## config.mk

```make
export PLATFORM = sky130hd
export DESIGN_NAME = i2s_tdm_port
export DESIGN_NICKNAME = d
export VERILOG_FILES = /design/src/rtl/i2s_tdm_port.sv
export SDC_FILE = /design/constraint.sdc
export NUM_CORES = 1
export LEC_CHECK = 0
export CAP_MARGIN = 20
export CORE_ASPECT_RATIO = 1.25
export CORE_UTILIZATION = 56
export DETAILED_ROUTE_END_ITERATION = 8
export GPL_TIMING_DRIVEN = 0
export HOLD_SLACK_MARGIN = 0.02
export PLACE_DENSITY = 0.78
export SLEW_MARGIN = 10
export SYNTH_ARGS = -nofsm -noshare
export SYNTH_HDL_FRONTEND = slang
export SYNTH_SLANG_ARGS = --single-unit
```

## constraint.sdc

```tcl
create_clock -name clk -period 4.3 [get_ports clk]
set_clock_uncertainty 0.15 [all_clocks]
set_input_delay 0.86 -clock clk [delete_from_list [all_inputs] [get_ports clk]]
set_output_delay 0.86 -clock clk [all_outputs]
set_load 0.01 [all_outputs]
```

## src/rtl/i2s_tdm_port.sv

```systemverilog
// Serial audio port for N-channel TDM frames in DSP or I2S framing.
// Bridges externally clocked codec pins to frame-wide parallel sample words on clk.
module i2s_tdm_port #(
  parameter int BITS      = 24,
  parameter int SLOT_BITS = 32,
  parameter int CHANNELS  = 2,
  parameter int MODE      = 0
) (
  input  logic                     clk,
  input  logic                     rst_n,
  input  logic                     i2s_sclk,
  input  logic                     i2s_lrclk,
  input  logic                     i2s_dout,
  output logic                     i2s_din,
  input  logic [CHANNELS*BITS-1:0] audio_o,
  output logic [CHANNELS*BITS-1:0] audio_i,
  output logic                     rx_valid,
  output logic                     frame_err
);

  localparam int FRAME_BITS = CHANNELS * SLOT_BITS;
  localparam int AW         = CHANNELS * BITS;
  localparam int CW         = $clog2(FRAME_BITS + 1);
  localparam int OW         = $clog2(SLOT_BITS);
  localparam int SW         = $clog2(CHANNELS + 1);
  localparam int AIW        = $clog2(AW);

  localparam logic [CW-1:0] CNT_IDLE = CW'(FRAME_BITS);
  localparam logic [CW-1:0] CNT_LAST = CW'(FRAME_BITS - 1);

  logic [1:0] sclk_sync;
  logic [1:0] lrclk_sync;
  logic [1:0] dout_sync;
  logic       sclk_d;
  logic       sclk_rise;
  logic       sclk_fall;
  logic       fs;
  logic       sd;

  // Two sync flops per pin, then one aligned stage that yields the edge
  // strobes together with the frame-sync and data values seen at that edge.
  always_ff @(posedge clk or negedge rst_n) begin
    if (!rst_n) begin
      sclk_sync  <= '0;
      lrclk_sync <= '0;
      dout_sync  <= '0;
      sclk_d     <= 1'b0;
      sclk_rise  <= 1'b0;
      sclk_fall  <= 1'b0;
      fs         <= 1'b0;
      sd         <= 1'b0;
    end else begin
      // NOTE: non-blocking assignments make every flop sample pre-edge values,
      // so the shift chain below behaves as a real pipeline.
      sclk_sync  <= {sclk_sync[0], i2s_sclk};
      lrclk_sync <= {lrclk_sync[0], i2s_lrclk};
      dout_sync  <= {dout_sync[0], i2s_dout};
      sclk_d     <= sclk_sync[1];
      sclk_rise  <= sclk_sync[1] & ~sclk_d;
      sclk_fall  <= ~sclk_sync[1] & sclk_d;
      fs         <= lrclk_sync[1];
      sd         <= dout_sync[1];
    end
  end

  logic [CW-1:0]  cnt;
  logic [OW-1:0]  off;
  logic [SW-1:0]  slot;
  logic           fs_prev;
  logic [AW-1:0]  rx_shadow;
  logic [AW-1:0]  tx_shadow;
  logic [AW-1:0]  rx_word;
  logic [AIW-1:0] samp_idx;
  logic           is_sample;
  logic           capture;
  logic           short_frame;
  logic           frame_start;

  // off/slot track cnt so the sample bit index needs no divider.
  always_comb begin
    // NOTE: every output of this block gets a value before any condition,
    // which keeps it purely combinational.
    samp_idx    = AIW'(AW - 1 - int'(slot) * BITS - int'(off));
    is_sample   = int'(off) < BITS;
    capture     = cnt < CNT_IDLE;
    short_frame = cnt < CNT_LAST;
    frame_start = (MODE == 0) ? fs : (~fs & fs_prev);
    rx_word     = rx_shadow;
    if (is_sample) rx_word[samp_idx] = sd;
  end

  always_ff @(posedge clk or negedge rst_n) begin
    if (!rst_n) begin
      // NOTE: the sample shadows are reset as well, so a reset mid-frame
      // leaves no stale partial frame to leak out later.
      cnt       <= CNT_IDLE;
      off       <= '0;
      slot      <= '0;
      fs_prev   <= 1'b0;
      rx_shadow <= '0;
      tx_shadow <= '0;
      audio_i   <= '0;
      rx_valid  <= 1'b0;
      frame_err <= 1'b0;
      i2s_din   <= 1'b0;
    end else begin
      rx_valid  <= 1'b0;
      frame_err <= 1'b0;
      if (sclk_fall) begin
        fs_prev <= fs;
        if (capture) begin
          if (is_sample) rx_shadow[samp_idx] <= sd;
          cnt <= cnt + 1'b1;
          if (int'(off) == SLOT_BITS - 1) begin
            off  <= '0;
            slot <= slot + 1'b1;
          end else begin
            off <= off + 1'b1;
          end
          if (cnt == CNT_LAST) begin
            audio_i  <= rx_word;
            rx_valid <= 1'b1;
          end
        end
        // The start fall has already delivered the last bit of the old frame.
        if (frame_start) begin
          if (short_frame) begin
            frame_err <= 1'b1;
            rx_shadow <= '0;
          end
          cnt       <= '0;
          off       <= '0;
          slot      <= '0;
          tx_shadow <= audio_o;
        end
      end else if (sclk_rise) begin
        i2s_din <= (capture && is_sample) ? tx_shadow[samp_idx] : 1'b0;
      end
    end
  end

endmodule

```

==> flow_summary.json <==
{
  "synth_area_leaders": "dfrtp_1 52%, mux2_2 6.5%, mux2i_1 6.3%",
  "viasPerCell": 6.01,
  "die_x_um": 111,
  "drt-initial-drc-count": 621,
  "grt_max_degree": 90,
  "power_mw": 3.90,
  "grt_pass1_vias": 6587,
  "yosysTopAreaCell": "dfrtp_1",
  "fin_util_pct": 70.5,
  "hold_slack_ns": 0.199,
  "portBuffers": 103,
  "grt.total_usage_pct": 27.4,
  "post_dp_cell_area_mm2": 0.00957,
  "netlist_area_mm2": 0.00828,
  "diodes": 0,
  "drc": 0,
  "initial_core_util_pct": 57.5,
  "synth_area_per_cell_um2": 10.9,
  "syn_nets": 823,
  "cts_hold_buf": 0,
  "rows": 49,
  "place_inst": 1039,
  "max_freq_mhz": 252,
  "gp_congestion": 0.841,
  "ys_warn_count": 0,
  "layout-drive-gt1-share_pct": 14.1,
  "netlist.area_leader.share_pct": 51.7,
  "ir_worst_vdd_v": 0.000287,
  "stdcell_count": 1071,
  "setup_viol": 0,
  "synthXorXnorAreaFrac_pct": 1.24,
  "cts-buffers-inserted": 17,
  "wire_per_inst_um": 18.5,
  "synth-simple-area-share_pct": 10.5,
  "synth_cell_types": 51,
  "cp_max_fo": 10,
  "cts_max_level": 4,
  "fin_nets": 946,
  "dr.pass1.iters": 6,
  "critPathLaunchType": "flip-flop",
  "antenna_found_initial": 0,
  "cts_tree": "yes",
  "vias": 6442,
  "ios": 104,
  "grt-ovfl-total": 0,
  "worstMarginPinSlew_ns": 1.22,
  "ant_nets": 0,
  "rsz0062_at_grt": "false",
  "finalCritPeriodShare_pct": 92.1,
  "ctsResizeCount": 0,
  "stdcell_area_mm2": 0.0102,
  "dp_hpwl_mm": 14.1,
  "hold_viol": 0,
  "synth_top_family_by_area": "multiplexers",
  "fp.dieH_um": 138,
  "root_buffer": "clkbuf_16",
  "wl_mm": 19.8,
  "core_mm2": 0.0144,
  "drv_cap": 0,
  "n_fill_cell": 1039,
  "end_kind": "flip-flop",
  "layout_common_cells": "171 x dfrtp_1, 102 x clkdlybuf4s50_1, 96 x a21oi_1",
  "final_common_cell": "dfrtp_1",
  "period_needed_ns": 3.96,
  "netlist_instances": 757,
  "design.die.area_mm2": 0.0153,
  "setup_tns_ns": 0,
  "timing.final.ws_setup_ns": 0.338,
  "clock_path_buffers": 2,
  "outcome": "complete, no violations",
  "hold_path.class": "flip-flop to flip-flop",
  "crit_type": "flip-flop to flip-flop",
  "crit_required_ns": 4.44,
  "postCtsSetupRepairBufs": 0,
  "worstPathArrival_ns": 4.10,
  "synth_compound_area_share_pct": 13.2,
  "power_density_mw_per_mm2": 384,
  "clk_pin_slew_ns": 0.06,
  "seq_area_frac_synth_pct": 52.0,
  "clkLatencyLatePin_ns": 0.43,
  "post-place-ws_ns": 0.394,
  "grt_first_pass_wirelength_mm": 32.7,
  "p_leak_nw": 4.43,
  "cts.sinks": 172,
  "slew_violations": 0,
  "synth_seq_cells": 172,
  "synthAdderAreaFrac_pct": 1.96,
  "syn_to_final_growth_pct": 22.6,
  "slew_headroom_pct": 17.9,
  "synth_mux_area_share_pct": 16.1
}
[path summary, 6_finish.rpt]
path                                          from                   endpoint  slack [ns]  cells past startpoint
min in group asynchronous                    rst_n  rx_shadow[10]$_DFFE_PN0P_        0.25                      1
max reg2reg                     off[1]$_DFFE_PN0P_    audio_i[12]$_DFFE_PN0P_        0.34                     10
min reg2reg                lrclk_sync[0]$_DFF_PN0_    lrclk_sync[1]$_DFF_PN0_        0.20                      0
max                             off[1]$_DFFE_PN0P_    audio_i[12]$_DFFE_PN0P_        0.34                     10
min                        lrclk_sync[0]$_DFF_PN0_    lrclk_sync[1]$_DFF_PN0_        0.20                      0
max in group asynchronous                    rst_n  tx_shadow[31]$_DFFE_PN0P_        2.90                      2
[routing by layer]
metal | vias to the layer above | wire length [um] | share of wire (%) | track usage [%]
li1 | 2946 | - | - | -
met1 | 3193 | 7920 | 40 | 32.9
met2 | 254 | 10100 | 51 | 47.4
met3 | 49 | 1170 | 5.9 | 6.34
met4 | 0 | 592 | 3.0 | 12.6
met5 | - | 0 | 0 | 0
[power breakdown]
group / internal [mW] / switching, mW
Combinational: 0.280 / 0.309
Sequential: 1.73 / 0.0647
Clock: 0.871 / 0.649
[flip-flops by register name, indices dropped and copies added (netlist names)]
| signal | cells |
|---|---|
| audio_i | 48 |
| rx_shadow | 48 |
| tx_shadow | 48 |
| cnt | 7 |
| off | 5 |
| dout_sync | 2 |
| lrclk_sync | 2 |
| sclk_sync | 2 |
| slot | 2 |
| frame_err | 1 |
| frame_start | 1 |
| i2s_din | 1 |
| rx_valid | 1 |
| sclk_d | 1 |
| sclk_fall | 1 |
| sclk_rise | 1 |
| sd | 1 |
[kinds of logic (layout without fill, tap and decap cells)]
family	after synthesis	after routing
compound gates	182	182
flops	172	172
simple gates	168	168
mux	112	112
buf+inv	100	236
fa+ha+maj	13	13
xor+xnor	10	10
[worst max-delay path: stages (launching register included)]
cell and delay, ns:
dfrtp_1 0.43, clkbuf_2 0.27, buf_1 0.52, inv_1 0.17, ha_1 0.35, nor2_2 0.30
nand4_1 0.30, a311oi_4 0.65, and2_4 0.27, mux2i_1 0.29, a21oi_1 0.11
[Yosys cell counts (all sizes together)]
library cell  count
nand4            23
o21a              1
nor2             59
nand2            15
nand2b            3
clkbuf           37
o22ai            38
o31ai             1
nor3b             2
nor2b             5
o21ai            22
dfrtp           171
dfstp             1
inv              47
nand3b            1
nand3            23
a22o             14
a21oi            96
xor2              3
a311oi            2
and3              6
or3b              1
and2b             1
mux2i            52
or3               1
buf              16
a32o              2
and2             20
o211ai            1
o2111ai           2
nor3              8
mux2             48
o211a             1
mux4             12
ha               13
a22oi             1
xnor2             7
a21o              1
[area by class of cell]
type | instances | area, um^2 | share of cell area, %
clock buffer | 18 | 439 | 4.33
multi-input combinational | 485 | 3560 | 35.1
inverter | 47 | 176 | 1.74
clock inverter | 14 | 146 | 1.44
timing repair buffer | 104 | 1060 | 10.5
sequential | 172 | 4310 | 42.4
tap | 178 | 223 | 2.19
buffer | 53 | 239 | 2.35
No activity file was read; power rests on OpenSTA's default activity.
